<file path="config.mk">
export PLATFORM = sky130hd
export DESIGN_NAME = mem_arbiter
export DESIGN_NICKNAME = d
export VERILOG_FILES = /design/src/rtl/mem_arbiter.sv
export SDC_FILE = /design/constraint.sdc
export NUM_CORES = 1
export LEC_CHECK = 0
export BUFFER_PORTS_ARGS = -buffer_cell sky130_fd_sc_hd__buf_2
export CAP_MARGIN = 20
export CORE_ASPECT_RATIO = 0.5
export CORE_MARGIN = 3
export CORE_UTILIZATION = 25
export DETAILED_ROUTE_END_ITERATION = 6
export PLACE_DENSITY = 0.55
export SLEW_MARGIN = 20
export SYNTH_ARGS = -nofsm -noshare
export SYNTH_HDL_FRONTEND = slang
export SYNTH_SLANG_ARGS = --single-unit
</file>
<file path="constraint.sdc">
create_clock -name clk -period 2.8 [get_ports clk]
set_clock_uncertainty 0.2 [all_clocks]
set_input_delay 0.14 -clock clk [delete_from_list [all_inputs] [get_ports clk]]
set_output_delay 0.14 -clock clk [all_outputs]
set_load 0.05 [all_outputs]
</file>
<file path="src/rtl/mem_arbiter.sv">
// -----------------------------------------------------------------------------
// mem_arbiter
//
// Shares the single unified instruction/data memory between the multicycle
// core and a DMA/loader port. Each access is registered onto the memory bus at
// grant time and held for MEM_LAT cycles; the requester then receives a
// one-cycle ack together with the sampled read data.
//
// Build option:
//   ARB_RR_EN  defined   -> round-robin on ties (last granted requester loses
//                           the next tie, core wins the first tie after reset);
//                           no starvation counter.
//              undefined -> fixed core priority; the DMA overrides the core
//                           once it has been pending for STARVE_MAX cycles.
//
// Parameters:
//   AW          address width (byte address, passed through unchanged)
//   DW          data width
//   MEM_LAT     memory cycles per transaction, 1..4
//   STARVE_MAX  DMA pending cycles before it overrides the core, 1..255
//
// Ports:
//   clk, reset                 clock; asynchronous active-low reset
//   cpu_req/adr/wd/we          core request, held until cpu_ack
//   cpu_rdata, cpu_ack         core read data and one-cycle completion pulse
//   cpu_stall                  cpu_req & ~cpu_ack, freezes the core FSM
//   dma_req/adr/wd/we          DMA request, held until dma_ack
//   dma_rdata, dma_ack         DMA read data and one-cycle completion pulse
//   mem_adr/wd/we              registered memory bus (we high one cycle)
//   mem_rd                     combinational memory read data
//   arb_state                  0=IDLE 1=BUSY_CPU 2=BUSY_DMA
// -----------------------------------------------------------------------------
module mem_arbiter #(
    parameter int AW         = 32,
    parameter int DW         = 32,
    parameter int MEM_LAT    = 1,
    parameter int STARVE_MAX = 8
) (
    input  logic          clk,
    input  logic          reset,
    // core port
    input  logic          cpu_req,
    input  logic [AW-1:0] cpu_adr,
    input  logic [DW-1:0] cpu_wd,
    input  logic          cpu_we,
    output logic [DW-1:0] cpu_rdata,
    output logic          cpu_ack,
    output logic          cpu_stall,
    // DMA port
    input  logic          dma_req,
    input  logic [AW-1:0] dma_adr,
    input  logic [DW-1:0] dma_wd,
    input  logic          dma_we,
    output logic [DW-1:0] dma_rdata,
    output logic          dma_ack,
    // memory port
    output logic [AW-1:0] mem_adr,
    output logic [DW-1:0] mem_wd,
    output logic          mem_we,
    input  logic [DW-1:0] mem_rd,
    // debug
    output logic [1:0]    arb_state
);

    typedef enum logic [1:0] {
        ST_IDLE     = 2'd0,
        ST_BUSY_CPU = 2'd1,
        ST_BUSY_DMA = 2'd2
    } state_t;

    // cnt counts the remaining access cycles; MEM_LAT <= 4 fits in two bits.
    localparam logic [1:0] CNT_INIT = 2'(MEM_LAT - 1);

    state_t     state;
    state_t     state_nxt;
    logic [1:0] cnt;
    logic [1:0] cnt_nxt;

    logic cpu_elig;
    logic dma_elig;
    logic dma_wins_tie;
    logic grant_cpu;
    logic grant_dma;
    logic cpu_done;
    logic dma_done;

    // A requester whose ack is high this cycle is still holding req only
    // because it has not yet seen the ack; masking it prevents a re-issue of
    // the access that just completed.
    assign cpu_elig = cpu_req & ~cpu_ack;
    assign dma_elig = dma_req & ~dma_ack;

    assign cpu_stall = cpu_req & ~cpu_ack;
    assign arb_state = state;

    // -------------------------------------------------------------------------
    // Tie-break policy
    // -------------------------------------------------------------------------
`ifdef ARB_RR_EN
    // Set when the DMA was the most recent winner. Reset to 1 so the core
    // takes the first tie.
    logic last_dma;

    assign dma_wins_tie = ~last_dma;

    always_ff @(posedge clk or negedge reset) begin
        if (!reset) begin
            last_dma <= 1'b1;
        end else if (grant_cpu) begin
            last_dma <= 1'b0;
        end else if (grant_dma) begin
            last_dma <= 1'b1;
        end
    end
`else
    localparam logic [7:0] STARVE_LIM = 8'(STARVE_MAX);

    // Cycles the DMA has been waiting without being granted or serviced.
    logic [7:0] starve;

    assign dma_wins_tie = (starve == STARVE_LIM);

    always_ff @(posedge clk or negedge reset) begin
        if (!reset) begin
            starve <= '0;
        end else if (grant_dma) begin
            starve <= '0;
        end else if (dma_elig && (state != ST_BUSY_DMA) && (starve != STARVE_LIM)) begin
            starve <= starve + 8'd1;
        end
    end
`endif

    // -------------------------------------------------------------------------
    // FSM state register
    // -------------------------------------------------------------------------
    // NOTE: every clocked assignment uses <= so all registers sample the
    // pre-edge values; a blocking = here would let later statements see
    // already-updated state and change behaviour with statement order.
    always_ff @(posedge clk or negedge reset) begin
        if (!reset) begin
            state <= ST_IDLE;
            cnt   <= '0;
        end else begin
            state <= state_nxt;
            cnt   <= cnt_nxt;
        end
    end

    // -------------------------------------------------------------------------
    // Next state / grant decode
    // -------------------------------------------------------------------------
    // NOTE: every signal written below gets a default first, so no path through
    // the case statement leaves one unassigned and no latch is inferred.
    always_comb begin
        state_nxt = state;
        cnt_nxt   = cnt;
        grant_cpu = 1'b0;
        grant_dma = 1'b0;

        unique case (state)
            ST_IDLE: begin
                if (cpu_elig && !(dma_elig && dma_wins_tie)) begin
                    grant_cpu = 1'b1;
                    state_nxt = ST_BUSY_CPU;
                    cnt_nxt   = CNT_INIT;
                end else if (dma_elig) begin
                    grant_dma = 1'b1;
                    state_nxt = ST_BUSY_DMA;
                    cnt_nxt   = CNT_INIT;
                end
            end
            ST_BUSY_CPU, ST_BUSY_DMA: begin
                if (cnt == 2'd0) begin
                    state_nxt = ST_IDLE;
                end else begin
                    cnt_nxt = cnt - 2'd1;
                end
            end
            default: begin
                state_nxt = ST_IDLE;
                cnt_nxt   = '0;
            end
        endcase
    end

    // The last access cycle: memory data is valid and is captured at this edge.
    assign cpu_done = (state == ST_BUSY_CPU) && (cnt == 2'd0);
    assign dma_done = (state == ST_BUSY_DMA) && (cnt == 2'd0);

    // -------------------------------------------------------------------------
    // Memory bus: registered at grant, held for the whole access. The write
    // strobe is only ever set on the grant edge, so each transaction issues
    // exactly one write even when MEM_LAT > 1.
    // -------------------------------------------------------------------------
    always_ff @(posedge clk or negedge reset) begin
        if (!reset) begin
            mem_adr <= '0;
            mem_wd  <= '0;
            mem_we  <= 1'b0;
        end else begin
            mem_we <= 1'b0;
            if (grant_cpu) begin
                mem_adr <= cpu_adr;
                mem_wd  <= cpu_wd;
                mem_we  <= cpu_we;
            end else if (grant_dma) begin
                mem_adr <= dma_adr;
                mem_wd  <= dma_wd;
                mem_we  <= dma_we;
            end
        end
    end

    // -------------------------------------------------------------------------
    // Completion: one-cycle ack, read data captured with it and held until the
    // next ack to the same port. Writes capture too; the value is don't-care.
    // -------------------------------------------------------------------------
    always_ff @(posedge clk or negedge reset) begin
        if (!reset) begin
            cpu_ack   <= 1'b0;
            dma_ack   <= 1'b0;
            cpu_rdata <= '0;
            dma_rdata <= '0;
        end else begin
            cpu_ack <= cpu_done;
            dma_ack <= dma_done;
            if (cpu_done) begin
                cpu_rdata <= mem_rd;
            end
            if (dma_done) begin
                dma_rdata <= mem_rd;
            end
        end
    end

endmodule
</file>
==> impl_summary.log, run 1 <==
INFO  metric hold_class = in -> reg
INFO  metric slew_violations = 0
INFO  metric largest_net_degree_at_the_start_of_global_routing = 76
INFO  metric worstSkewPairLatency = 0.42 ns
INFO  metric clkTransAtPathRegs = 0.06 ns
INFO  metric drcViolationCount = 0
INFO  metric dr.first_iter.drc_count = 323
INFO  metric p_switching = 7060 uW
INFO  metric first_pass_iters = 4
INFO  metric pwr_per_cell_area = 1410 nW/um^2
INFO  metric crit_arrival = 2.89 ns
INFO  metric grt_pass1_wl = 31,200 um
INFO  metric cellInternalPower = 7180 uW
INFO  metric tns = 0 ns
INFO  metric crit_fanout = 26
INFO  metric yosysSeqAreaShare = 59.1%
INFO  metric start_kind = flip-flop
INFO  metric max-slew-margin-rel = 50.7%
INFO  metric die_y = 116 um
INFO  metric num_io_pins = 300
INFO  metric synthesis.instances = 439
INFO  metric worst_ep_required_time = 2.96 ns
INFO  metric clockBufferDepth = 2
INFO  metric finalSetupViolations = 0
INFO  metric share_comb_of_total_power = 57.8%
INFO  metric gp_congestion = 0.743
INFO  metric worstPathCellList = or4_4 > o311ai_4 > buf_8 > and3_1 > a221o_1 > dlygate4sd3_1
INFO  metric pwr-share-seq = 25.7%
INFO  metric cp-end-kind = flip-flop
INFO  metric critPathSlowestCell = sky130_fd_sc_hd__or4_4
INFO  metric design.die.area = 26,300 um^2
INFO  metric critical_path.top_delay_family = simple AND/OR/NAND/NOR gates
INFO  metric status = complete, no violations
INFO  metric synth_seq_cells = 143
INFO  metric synth_warnings = 0
INFO  metric core_area = 23,300 um^2
INFO  metric ys_types = 40
INFO  metric clock_sink_count = 143
INFO  metric clock.fmax = 367 MHz
INFO  metric grt_antenna_before_repair = 0
INFO  metric drive_above_1_share = 45.4%
INFO  metric finish.net_count = 1,071
INFO  metric wire_per_inst = 16.8 um
INFO  metric finalCriticalPeriod = 2.73 ns
INFO  metric grt_setup_unrepaired = false
INFO  metric max-vdd-ir-drop = 0.524 mV
INFO  metric first_global_vias = 5,934
INFO  metric cts_buffers = 17
INFO  metric synthesis.nets = 611
INFO  metric antenna_violating_nets_post_route = 0
INFO  metric p_clk_share = 16.5%
INFO  metric finalHoldViolations = 0
INFO  metric dr_total_vias = 5,650
INFO  metric floorplan.initialDensity = 26.0%
INFO  metric power.switching_fraction = 49.6%
INFO  metric cts_root_buf = sky130_fd_sc_hd__clkbuf_16
INFO  metric routed_vias_inst = 4.62
INFO  metric dp_hpwl = 13,100 um
INFO  metric synthesis.area = 6060 um^2
INFO  metric finalWirelength = 20,500 um
INFO  metric post_synth.cell_area_avg = 13.8 um^2
INFO  metric crit_buf_inv = 2
INFO  metric layout_worst_path_cycle_share = 97.4%
INFO  metric htreeDepth = 4
INFO  metric tritoncts = done
INFO  metric maxCapViolations = 0
INFO  metric relative_area_change_from_synthesis_to_final_layout = 66.8%
INFO  metric path_class = reg -> reg
INFO  metric utilization = 43.3%
INFO  metric groute.usage.overall = 15.3%
INFO  metric std_cell_rows = 39
INFO  metric io_buffer_count = 299
INFO  metric die_x = 226 um
INFO  metric grt.overflow.total = 0
INFO  metric crit_path_max_incr_delay = 0.59 ns
INFO  metric power.leakage = 0.00499 uW
INFO  metric worst_pin_slew = 0.737 ns
==> stage by stage <==
stage          total power, uW  hold WS (ns)  worst slack (ns)  cell area, um^2  instances
5_1_grt                  15000        0.0945           0.00807            10100       1219
3_3_place_gp             11300        0.0179             0.498             7850       1024
4_1_cts                  14300        0.0534            0.0431            10100       1219
3_5_place_dp             11400        0.0262             0.447             7850       1024
6_report                 14200        0.0880            0.0717            10100       1222
2_1_floorplan             9550        -0.356             0.356             6060        439
==> registers in the layout (all words and copies together), names as in the netlist, 2 cells and up <==
register	count
arb_state	2
cnt	2
cpu_rdata	32
dma_rdata	32
mem_adr	32
mem_wd	32
starve	8
==> cells in the mapped netlist <==
cell type                  instances  area [um^2]
sky130_fd_sc_hd__and3_1           64          400
sky130_fd_sc_hd__o21ai_1           1         5.00
sky130_fd_sc_hd__o211a_1           1         10.0
sky130_fd_sc_hd__nand2b_1          2         12.5
sky130_fd_sc_hd__mux2_2           64          721
sky130_fd_sc_hd__mux2i_1           3         30.0
sky130_fd_sc_hd__buf_2             1         5.00
sky130_fd_sc_hd__a21boi_0          1         7.51
sky130_fd_sc_hd__buf_4             1         7.51
sky130_fd_sc_hd__ha_1              6         75.1
sky130_fd_sc_hd__nand2_1           7         26.3
sky130_fd_sc_hd__o22ai_1           2         12.5
sky130_fd_sc_hd__a21oi_2           1         8.76
sky130_fd_sc_hd__o21ai_0           2         10.0
sky130_fd_sc_hd__nor2b_1           2         12.5
sky130_fd_sc_hd__nor2_1            6         22.5
sky130_fd_sc_hd__or3_1             2         12.5
sky130_fd_sc_hd__clkbuf_1         15         56.3
sky130_fd_sc_hd__dfrtp_1         143         3580
sky130_fd_sc_hd__nor2_4            1         11.3
sky130_fd_sc_hd__nand3b_1          1         7.51
sky130_fd_sc_hd__a31oi_1           1         6.26
sky130_fd_sc_hd__nand3_1           2         10.0
sky130_fd_sc_hd__nor3_1            1         5.00
sky130_fd_sc_hd__buf_1             6         22.5
sky130_fd_sc_hd__a21oi_1           2         10.0
sky130_fd_sc_hd__buf_8             5         75.1
sky130_fd_sc_hd__nor3b_1           1         7.51
sky130_fd_sc_hd__a221o_1          64          641
sky130_fd_sc_hd__a21boi_1          1         7.51
sky130_fd_sc_hd__o311ai_4          1         26.3
sky130_fd_sc_hd__inv_1             9         33.8
sky130_fd_sc_hd__nand4_1           3         18.8
sky130_fd_sc_hd__xnor2_1           4         35.0
sky130_fd_sc_hd__or4_4             1         11.3
sky130_fd_sc_hd__o211ai_1          1         7.51
sky130_fd_sc_hd__a22o_1            1         8.76
sky130_fd_sc_hd__buf_6             7         78.8
sky130_fd_sc_hd__nor4_1            2         12.5
sky130_fd_sc_hd__xor2_1            1         8.76
==> power by group through the flow <==
stage | registers (uW) | clock network, uW | logic [uW]
global route | 3770 | 2540 | 8650
detailed placement | 3650 | 0 | 7730
floorplan | 7100 | 0 | 2450
finish | 3660 | 2350 | 8230
global placement | 3650 | 0 | 7640
CTS | 3640 | 2440 | 8220
==> worst min-delay path, delay by kind of cell <==
family                 cells  cell delay, ns
AO/OA/AOI/OAI              2            0.22
AND/OR/NAND/NOR            1            0.20
buffers and inverters      1            0.11
==> layout make-up <==
cell class / count / area, um^2
Inverter: 9 / 33.8
Clock buffer: 18 / 429
Fill cell: 2183 / 13200
Clock inverter: 14 / 181
Sequential cell: 143 / 3580
Multi-Input combinational cell: 252 / 2230
Timing Repair Buffer: 476 / 3260
Tap cell: 307 / 384
Antenna cell: 3 / 7.51
==> routing by layer <==
metal	track usage [%]	up-vias	part of all wire, %
li1	-	2603	-
met1	17.5	2823	40
met2	26.5	169	52
met3	4.35	55	4.4
met4	8.11	0	3.3
met5	0	-	0
==> final timing paths <==
kind | startpoint | to | slack, ns | depth (start not counted)
min in group asynchronous | reset | dma_rdata[27] | 0.12 | 2
max in group asynchronous | reset | mem_wd[2] | 1.42 | 3
setup / recovery | starve[5] | mem_wd[1] | 0.07 | 6
setup reg to reg | starve[5] | mem_wd[1] | 0.07 | 6
hold / removal | dma_req | arb_state[1] | 0.09 | 4
hold reg to reg | dma_rdata[7] | dma_rdata[7] | 0.30 | 1
==> logic make-up after synthesis <==
family	share of synthesized area (%)
AO/OA/AOI/OAI	12.6
XOR/XNOR	0.723
adder cells (fa/ha/maj)	1.24
buffers and inverters	4.61
flip-flops	59.1
multiplexers	12.4
AND/OR/NAND/NOR	9.42
==> layout by cell type, fill, tap and decap left out, types with 2 or more instances in the layout <==
master / Yosys / final
sky130_fd_sc_hd__buf_2: 1 / 298
sky130_fd_sc_hd__dlygate4sd3_1: 0 / 163
sky130_fd_sc_hd__dfrtp_1: 143 / 143
sky130_fd_sc_hd__and3_1: 64 / 64
sky130_fd_sc_hd__a221o_1: 64 / 64
sky130_fd_sc_hd__mux2_2: 64 / 64
sky130_fd_sc_hd__clkbuf_16: 0 / 17
sky130_fd_sc_hd__buf_4: 1 / 12
sky130_fd_sc_hd__inv_1: 9 / 9
sky130_fd_sc_hd__nand2_1: 7 / 7
sky130_fd_sc_hd__nor2_1: 6 / 6
sky130_fd_sc_hd__ha_1: 6 / 6
sky130_fd_sc_hd__inv_6: 0 / 5
sky130_fd_sc_hd__xnor2_1: 4 / 4
sky130_fd_sc_hd__clkinv_4: 0 / 4
sky130_fd_sc_hd__diode_2: 0 / 3
sky130_fd_sc_hd__nand4_1: 3 / 3
sky130_fd_sc_hd__mux2i_1: 3 / 3
sky130_fd_sc_hd__bufinv_16: 0 / 3
sky130_fd_sc_hd__nand2b_1: 2 / 2
sky130_fd_sc_hd__nor2b_1: 2 / 2
sky130_fd_sc_hd__o21ai_0: 2 / 2
sky130_fd_sc_hd__or3_1: 2 / 2
sky130_fd_sc_hd__a21oi_1: 2 / 2
sky130_fd_sc_hd__nand3_1: 2 / 2
sky130_fd_sc_hd__nor4_1: 2 / 2
sky130_fd_sc_hd__o22ai_1: 2 / 2
==> what timing repair did <==
item,CTS,global route
endpoints found under the hold margin,200,0
setup endpoints to repair,0,19
hold buffers,163,0
resized for setup,0,2
setup buffers,0,0
Power figures use the tool's default switching activity.
==> inputs of run 2 (changes only) <==
--- a/config.mk
+++ b/config.mk
@@ -8,7 +8,6 @@
 export BUFFER_PORTS_ARGS = -buffer_cell sky130_fd_sc_hd__buf_2
 export CAP_MARGIN = 20
 export CORE_ASPECT_RATIO = 0.5
-export CORE_MARGIN = 3
 export CORE_UTILIZATION = 25
 export DETAILED_ROUTE_END_ITERATION = 6
 export PLACE_DENSITY = 0.55
==> run 2 against run 1 <==
- die area shrank 5.2%
- combinational power grew 2%
- sequential share of layout area shrank 0.070 points
- sequential power is essentially flat
- sequential cell count is the same
- cell area grew 0.20%
- critical path depth is the same
- clock power is essentially flat
- routed wire length shrank 3.5%
- count of clock-buffer cells in the layout grew 6
- largest cell class unchanged
- highest routed layer unchanged
==> impl_summary.log, run 2 (synthesis results as in run 1) <==
INFO  metric first_global_vias = 5,904
INFO  metric pwr-share-seq = 25.5%
INFO  metric dp_hpwl = 12,400 um
INFO  metric core_area = 23,300 um^2
INFO  metric largest_net_degree_at_the_start_of_global_routing = 71
INFO  metric dr_total_vias = 5,614
INFO  metric max-vdd-ir-drop = 0.595 mV
INFO  metric p_switching = 6980 uW
INFO  metric first_pass_iters = 5
INFO  metric grt_pass1_wl = 30,800 um
INFO  metric worst_ep_required_time = 2.90 ns
INFO  metric status = complete, no violations
INFO  metric cts_buffers = 17
INFO  metric start_kind = flip-flop
INFO  metric die_x = 222 um
INFO  metric rrSetupSlack = 0.05 ns
INFO  metric power.switching_fraction = 48.4%
INFO  metric stdcell_area = 10,100 um^2
INFO  metric share_comb_of_total_power = 58.2%
INFO  metric slew_violations = 0
INFO  metric finalCriticalPeriod = 2.75 ns
INFO  metric max-slew-margin-rel = 55.8%
INFO  metric groute.usage.overall = 16.0%
INFO  metric layout_worst_path_cycle_share = 98.1%
INFO  metric clockBufferDepth = 2
INFO  metric cp-end-kind = flip-flop
INFO  metric die_y = 112 um
INFO  metric utilization = 43.5%
INFO  metric floorplan.initialDensity = 26.0%
INFO  metric worst_pin_slew = 0.663 ns
INFO  metric gp_congestion = 0.849
INFO  metric layoutNonFillerInstCount = 1,216
INFO  metric grt.overflow.total = 0
INFO  metric finalWirelength = 19,800 um
INFO  metric htreeDepth = 4
INFO  metric drcViolationCount = 0
INFO  metric clkTransAtPathRegs = 0.06 ns
INFO  metric num_io_pins = 300
INFO  metric cellInternalPower = 7430 uW
INFO  metric relative_area_change_from_synthesis_to_final_layout = 67.1%
INFO  metric grt_antenna_before_repair = 0
INFO  metric pwr_per_cell_area = 1420 nW/um^2
INFO  metric antenna_cells = 0
INFO  metric clock_sink_count = 143
INFO  metric dr.first_iter.drc_count = 293
INFO  metric clock.fmax = 364 MHz
INFO  metric antenna_violating_nets_post_route = 0
INFO  metric maxCapViolations = 0
INFO  metric cell_count_after_placement = 1,021
INFO  metric layout.cells.most_common_list = sky130_fd_sc_hd__buf_2 (298), sky130_fd_sc_hd__dlygate4sd3_1 (163), sky130_fd_sc_hd__dfrtp_1 (143)
INFO  metric worstSkewPairLatency = 0.43 ns
INFO  metric p_clk_share = 16.3%
INFO  metric io_buffer_count = 299
INFO  metric cts_root_buf = sky130_fd_sc_hd__clkbuf_16
INFO  metric crit_arrival = 2.85 ns
INFO  metric power.leakage = 0.00501 uW
INFO  metric wire_per_inst = 16.3 um
INFO  metric finalSetupViolations = 0
INFO  metric finalHoldViolations = 0
INFO  metric post_dp_cell_area = 7840 um^2
INFO  metric layout_commonest_cell = sky130_fd_sc_hd__buf_2
INFO  metric std_cell_rows = 39
INFO  metric finish.net_count = 1,070
INFO  metric path_class = reg -> reg
INFO  metric tritoncts = done
INFO  metric crit_fanout = 29
INFO  metric drive_above_1_share = 45.2%
INFO  metric hold_class = in -> reg
INFO  metric design.die.area = 24,900 um^2
INFO  metric routed_vias_inst = 4.62
==> run 2: path summary, 6_finish.rpt <==
check / end / start / cells after the start
hold / removal: starve[4] / dma_req / 5
setup / recovery: mem_adr[8] / starve[4] / 6
min in group asynchronous: dma_rdata[28] / reset / 2
hold reg to reg: cpu_rdata[19] / cpu_rdata[19] / 1
setup reg to reg: mem_adr[8] / starve[4] / 6
max in group asynchronous: cpu_rdata[20] / reset / 3
==> run 2: worst max-delay path: stages, from the launching register on <==
cell	delay, ns
sky130_fd_sc_hd__dfrtp_1	0.43
sky130_fd_sc_hd__or4_4	0.58
sky130_fd_sc_hd__nor2_4	0.18
sky130_fd_sc_hd__a21oi_4	0.08
sky130_fd_sc_hd__buf_6	0.20
sky130_fd_sc_hd__a221o_1	0.37
sky130_fd_sc_hd__dlygate4sd3_1	0.57
==> run 2: final cells by class <==
cell class                      instances  area, um^2
Multi-Input combinational cell        252        2230
Tap cell                              307         384
Clock buffer                           24         502
Fill cell                            2173       13200
Inverter                                9        33.8
Clock inverter                          6         105
Timing Repair Buffer                  475        3290
Sequential cell                       143        3580
==> run 2: repair_timing <==
action | CTS | global route
hold endpoints to repair | 196 | 0
hold buffers | 163 | 0
setup buffers | 0 | 1
gates resized for setup | 0 | 5
setup endpoints to repair | 0 | 30
==> run 2: through the flow <==
stage          power, uW  setup TNS (ns)  worst slack, ns  hold slack (ns)
2_1_floorplan       9550               0            0.356           -0.356
3_3_place_gp       11200               0            0.574        -0.000990
3_5_place_dp       11300               0            0.537          0.00384
4_1_cts            14400               0           0.0150           0.0561
5_1_grt            15100        -0.00138         -0.00138           0.0899
6_report           14400               0           0.0519           0.0808
==> run 2: power by group through the flow <==
stage	clock, uW	sequential [uW]	combinational, uW
after global routing	2520	3780	8780
after CTS	2420	3650	8310
after detailed placement	0	3660	7690
final	2350	3670	8390
after global placement	0	3640	7580
after floorplan	0	7100	2450
==> run 2: routing by layer <==
| metal | track usage [%] | wire (um) | up-vias |
|---|---|---|---|
| li1 | - | - | 2588 |
| met1 | 17.6 | 7850 | 2804 |
| met2 | 28.0 | 10400 | 173 |
| met3 | 5.47 | 919 | 49 |
| met4 | 7.04 | 660 | 0 |
| met5 | 0 | 0 | - |
==> inputs of run 3 (changes only) <==
--- a/config.mk
+++ b/config.mk
@@ -11,6 +11,7 @@
 export CORE_UTILIZATION = 25
 export DETAILED_ROUTE_END_ITERATION = 6
 export PLACE_DENSITY = 0.55
+export SETUP_SLACK_MARGIN = 0.2
 export SLEW_MARGIN = 20
 export SYNTH_ARGS = -nofsm -noshare
 export SYNTH_HDL_FRONTEND = slang
==> run 3 against run 2 <==
- total power down 3.8%
- global-route usage rose by 0.46 points
- routed wire length grew 1.1%
- sequential power hardly changed
- sequential cell count is the same
- via count rose by 0.82%
- core utilization down 0.21 points
- non-clock buffer count decreased by 2
- cell count down 0.16%
- critical endpoint is now mem_adr[4]
- largest cell class unchanged
==> impl_summary.log, run 3 (synthesis results as in run 1) <==
INFO  metric critPathSlowestCell = sky130_fd_sc_hd__buf_4
INFO  metric htreeDepth = 4
INFO  metric routed_vias_inst = 4.66
INFO  metric status = complete, no violations
INFO  metric clock.fmax = 430 MHz
INFO  metric drcViolationCount = 0
INFO  metric critical_path.endpoint = mem_adr[4]
INFO  metric layout.cells.most_common_list = sky130_fd_sc_hd__buf_2 (298), sky130_fd_sc_hd__dlygate4sd3_1 (163), sky130_fd_sc_hd__dfrtp_1 (143)
INFO  metric die_y = 112 um
INFO  metric antenna_cells = 0
INFO  metric worstSkewPairLatency = 0.42 ns
INFO  metric io_buffer_count = 299
INFO  metric crit_arrival = 2.49 ns
INFO  metric cellInternalPower = 6980 uW
INFO  metric antenna_violating_nets_post_route = 0
INFO  metric tns = 0 ns
INFO  metric reg2regPathDepth = 6
INFO  metric dr_total_vias = 5,660
INFO  metric rrSetupSlack = 0.48 ns
INFO  metric post_dp_cell_area = 7840 um^2
INFO  metric clkTransAtPathRegs = 0.06 ns
INFO  metric floorplan.initialDensity = 26.0%
INFO  metric tritoncts = done
INFO  metric share_comb_of_total_power = 56.6%
INFO  metric largest_net_degree_at_the_start_of_global_routing = 71
INFO  metric reg2reg_from = arb_state[0]
INFO  metric critPathLaunch = arb_state[0]
INFO  metric core_area = 23,300 um^2
INFO  metric crit_path_max_incr_delay = 0.46 ns
INFO  metric pwr-share-seq = 26.4%
INFO  metric path_class = reg -> reg
INFO  metric num_io_pins = 300
INFO  metric power.switching_fraction = 49.6%
INFO  metric finalHoldViolations = 0
INFO  metric p_clk_share = 16.9%
INFO  metric grt.overflow.total = 0
INFO  metric rr_endpoint = mem_adr[4]
INFO  metric first_global_vias = 6,099
INFO  metric finalCriticalPeriod = 2.32 ns
INFO  metric stdcell_area = 10,100 um^2
INFO  metric std_cell_rows = 39
INFO  metric wire_per_inst = 16.5 um
INFO  metric hold_class = in -> reg
INFO  metric grt_antenna_before_repair = 0
INFO  metric start_kind = flip-flop
INFO  metric die_x = 222 um
INFO  metric clock_sink_count = 143
INFO  metric finalWirelength = 20,000 um
INFO  metric clockBufferDepth = 2
INFO  metric cts_buffers = 17
INFO  metric worstPathCellList = inv_1 > ha_1 > a21boi_4 > buf_4 > and3_1 > a221o_1
INFO  metric postCtsResizedCells = 0
INFO  metric p_switching = 6880 uW
INFO  metric hold_ws = 0.0848 ns
INFO  metric dp_hpwl = 12,400 um
INFO  metric max-vdd-ir-drop = 0.594 mV
INFO  metric grt_pass1_wl = 31,700 um
INFO  metric num-fill-cells = 2,167
INFO  metric pwr_per_cell_area = 1380 nW/um^2
INFO  metric finish.net_count = 1,068
INFO  metric groute.usage.overall = 16.4%
INFO  metric max-slew-margin-rel = 55.7%
INFO  metric power.leakage = 0.00498 uW
INFO  metric worst_ep_required_time = 2.97 ns
INFO  metric layout_commonest_cell = sky130_fd_sc_hd__buf_2
INFO  metric drive_above_1_share = 45.0%
INFO  metric crit_fanout = 64
INFO  metric gp_congestion = 0.849
INFO  metric first_pass_iters = 4
INFO  metric dr.first_iter.drc_count = 388
INFO  metric cp-end-kind = flip-flop
INFO  metric design.die.area = 24,900 um^2
INFO  metric grt_setup_unrepaired = false
INFO  metric finalSetupViolations = 0
INFO  metric layout_worst_path_cycle_share = 83.0%
INFO  metric worst_pin_slew = 0.665 ns
INFO  metric slew_violations = 0
INFO  metric cts_root_buf = sky130_fd_sc_hd__clkbuf_16
INFO  metric maxCapViolations = 0
INFO  metric relative_area_change_from_synthesis_to_final_layout = 66.3%
==> run 3: worst min-delay path by stage <==
stage | slack [ns] | cells after the start | to | from
final | 0.08 | 5 | starve[4] | dma_req
after global routing | 0.09 | 5 | starve[4] | dma_req
after CTS | 0.06 | 5 | starve[4] | dma_req
after detailed placement | 0.004 | 1 | dma_rdata[29] | reset
after global placement | -0.001 | 1 | cpu_rdata[29] | reset
after floorplan | -0.36 | 0 | arb_state[0] | reset
==> run 3: layout make-up <==
class / instances / area, um^2 / area share [%]
Multi-Input combinational cell: 252 / 2230 / 22.1
Tap cell: 307 / 384 / 3.81
Clock inverter: 6 / 105 / 1.04
Sequential cell: 143 / 3580 / 35.5
Inverter: 9 / 33.8 / 0.335
Timing Repair Buffer: 473 / 3240 / 32.2
Clock buffer: 24 / 502 / 4.98
==> run 3: power groups by stage <==
| stage | clock, uW | sequential [uW] | combinational [uW] |
|---|---|---|---|
| floorplan | 0 | 7100 | 2450 |
| global placement | 0 | 3640 | 7580 |
| detailed placement | 0 | 3660 | 7690 |
| CTS | 2420 | 3650 | 7860 |
| global route | 2520 | 3780 | 8220 |
| finish | 2350 | 3670 | 7850 |
==> run 3: timing repair <==
| item | CTS | global route |
|---|---|---|
| endpoints found under the setup margin | 0 | 0 |
| buffers inserted | 0 | 0 |
| hold buffers | 163 | 0 |
| endpoints found under the hold margin | 196 | 0 |
==> run 3: worst max-delay path, delay by kind of cell, from the launching register on <==
kind                     cells  cell delay (ns)
AO/OA/AOI/OAI                2             0.35
AND/OR/NAND/NOR              1             0.27
buffers and inverters        2             0.57
adder cells (fa/ha/maj)      1             0.39
flip-flops                   1             0.40
==> run 3: metrics by stage <==
step	setup WS, ns	total power, uW	utilization [%]	instances
after floorplan	0.356	9550	-	439
after global placement	0.574	11200	33.7	1021
after detailed placement	0.537	11300	33.7	1021
after CTS	0.522	13900	43.3	1214
after global routing	0.394	14500	43.3	1214
final	0.476	13900	43.3	1214
==> run 3: metal layers <==
layer	vias to the layer above	global-route usage (%)	wire, um
li1	2584	-	-
met1	2793	17.6	7740
met2	215	28.5	10400
met3	68	5.76	1030
met4	0	9.31	859
met5	-	0	0
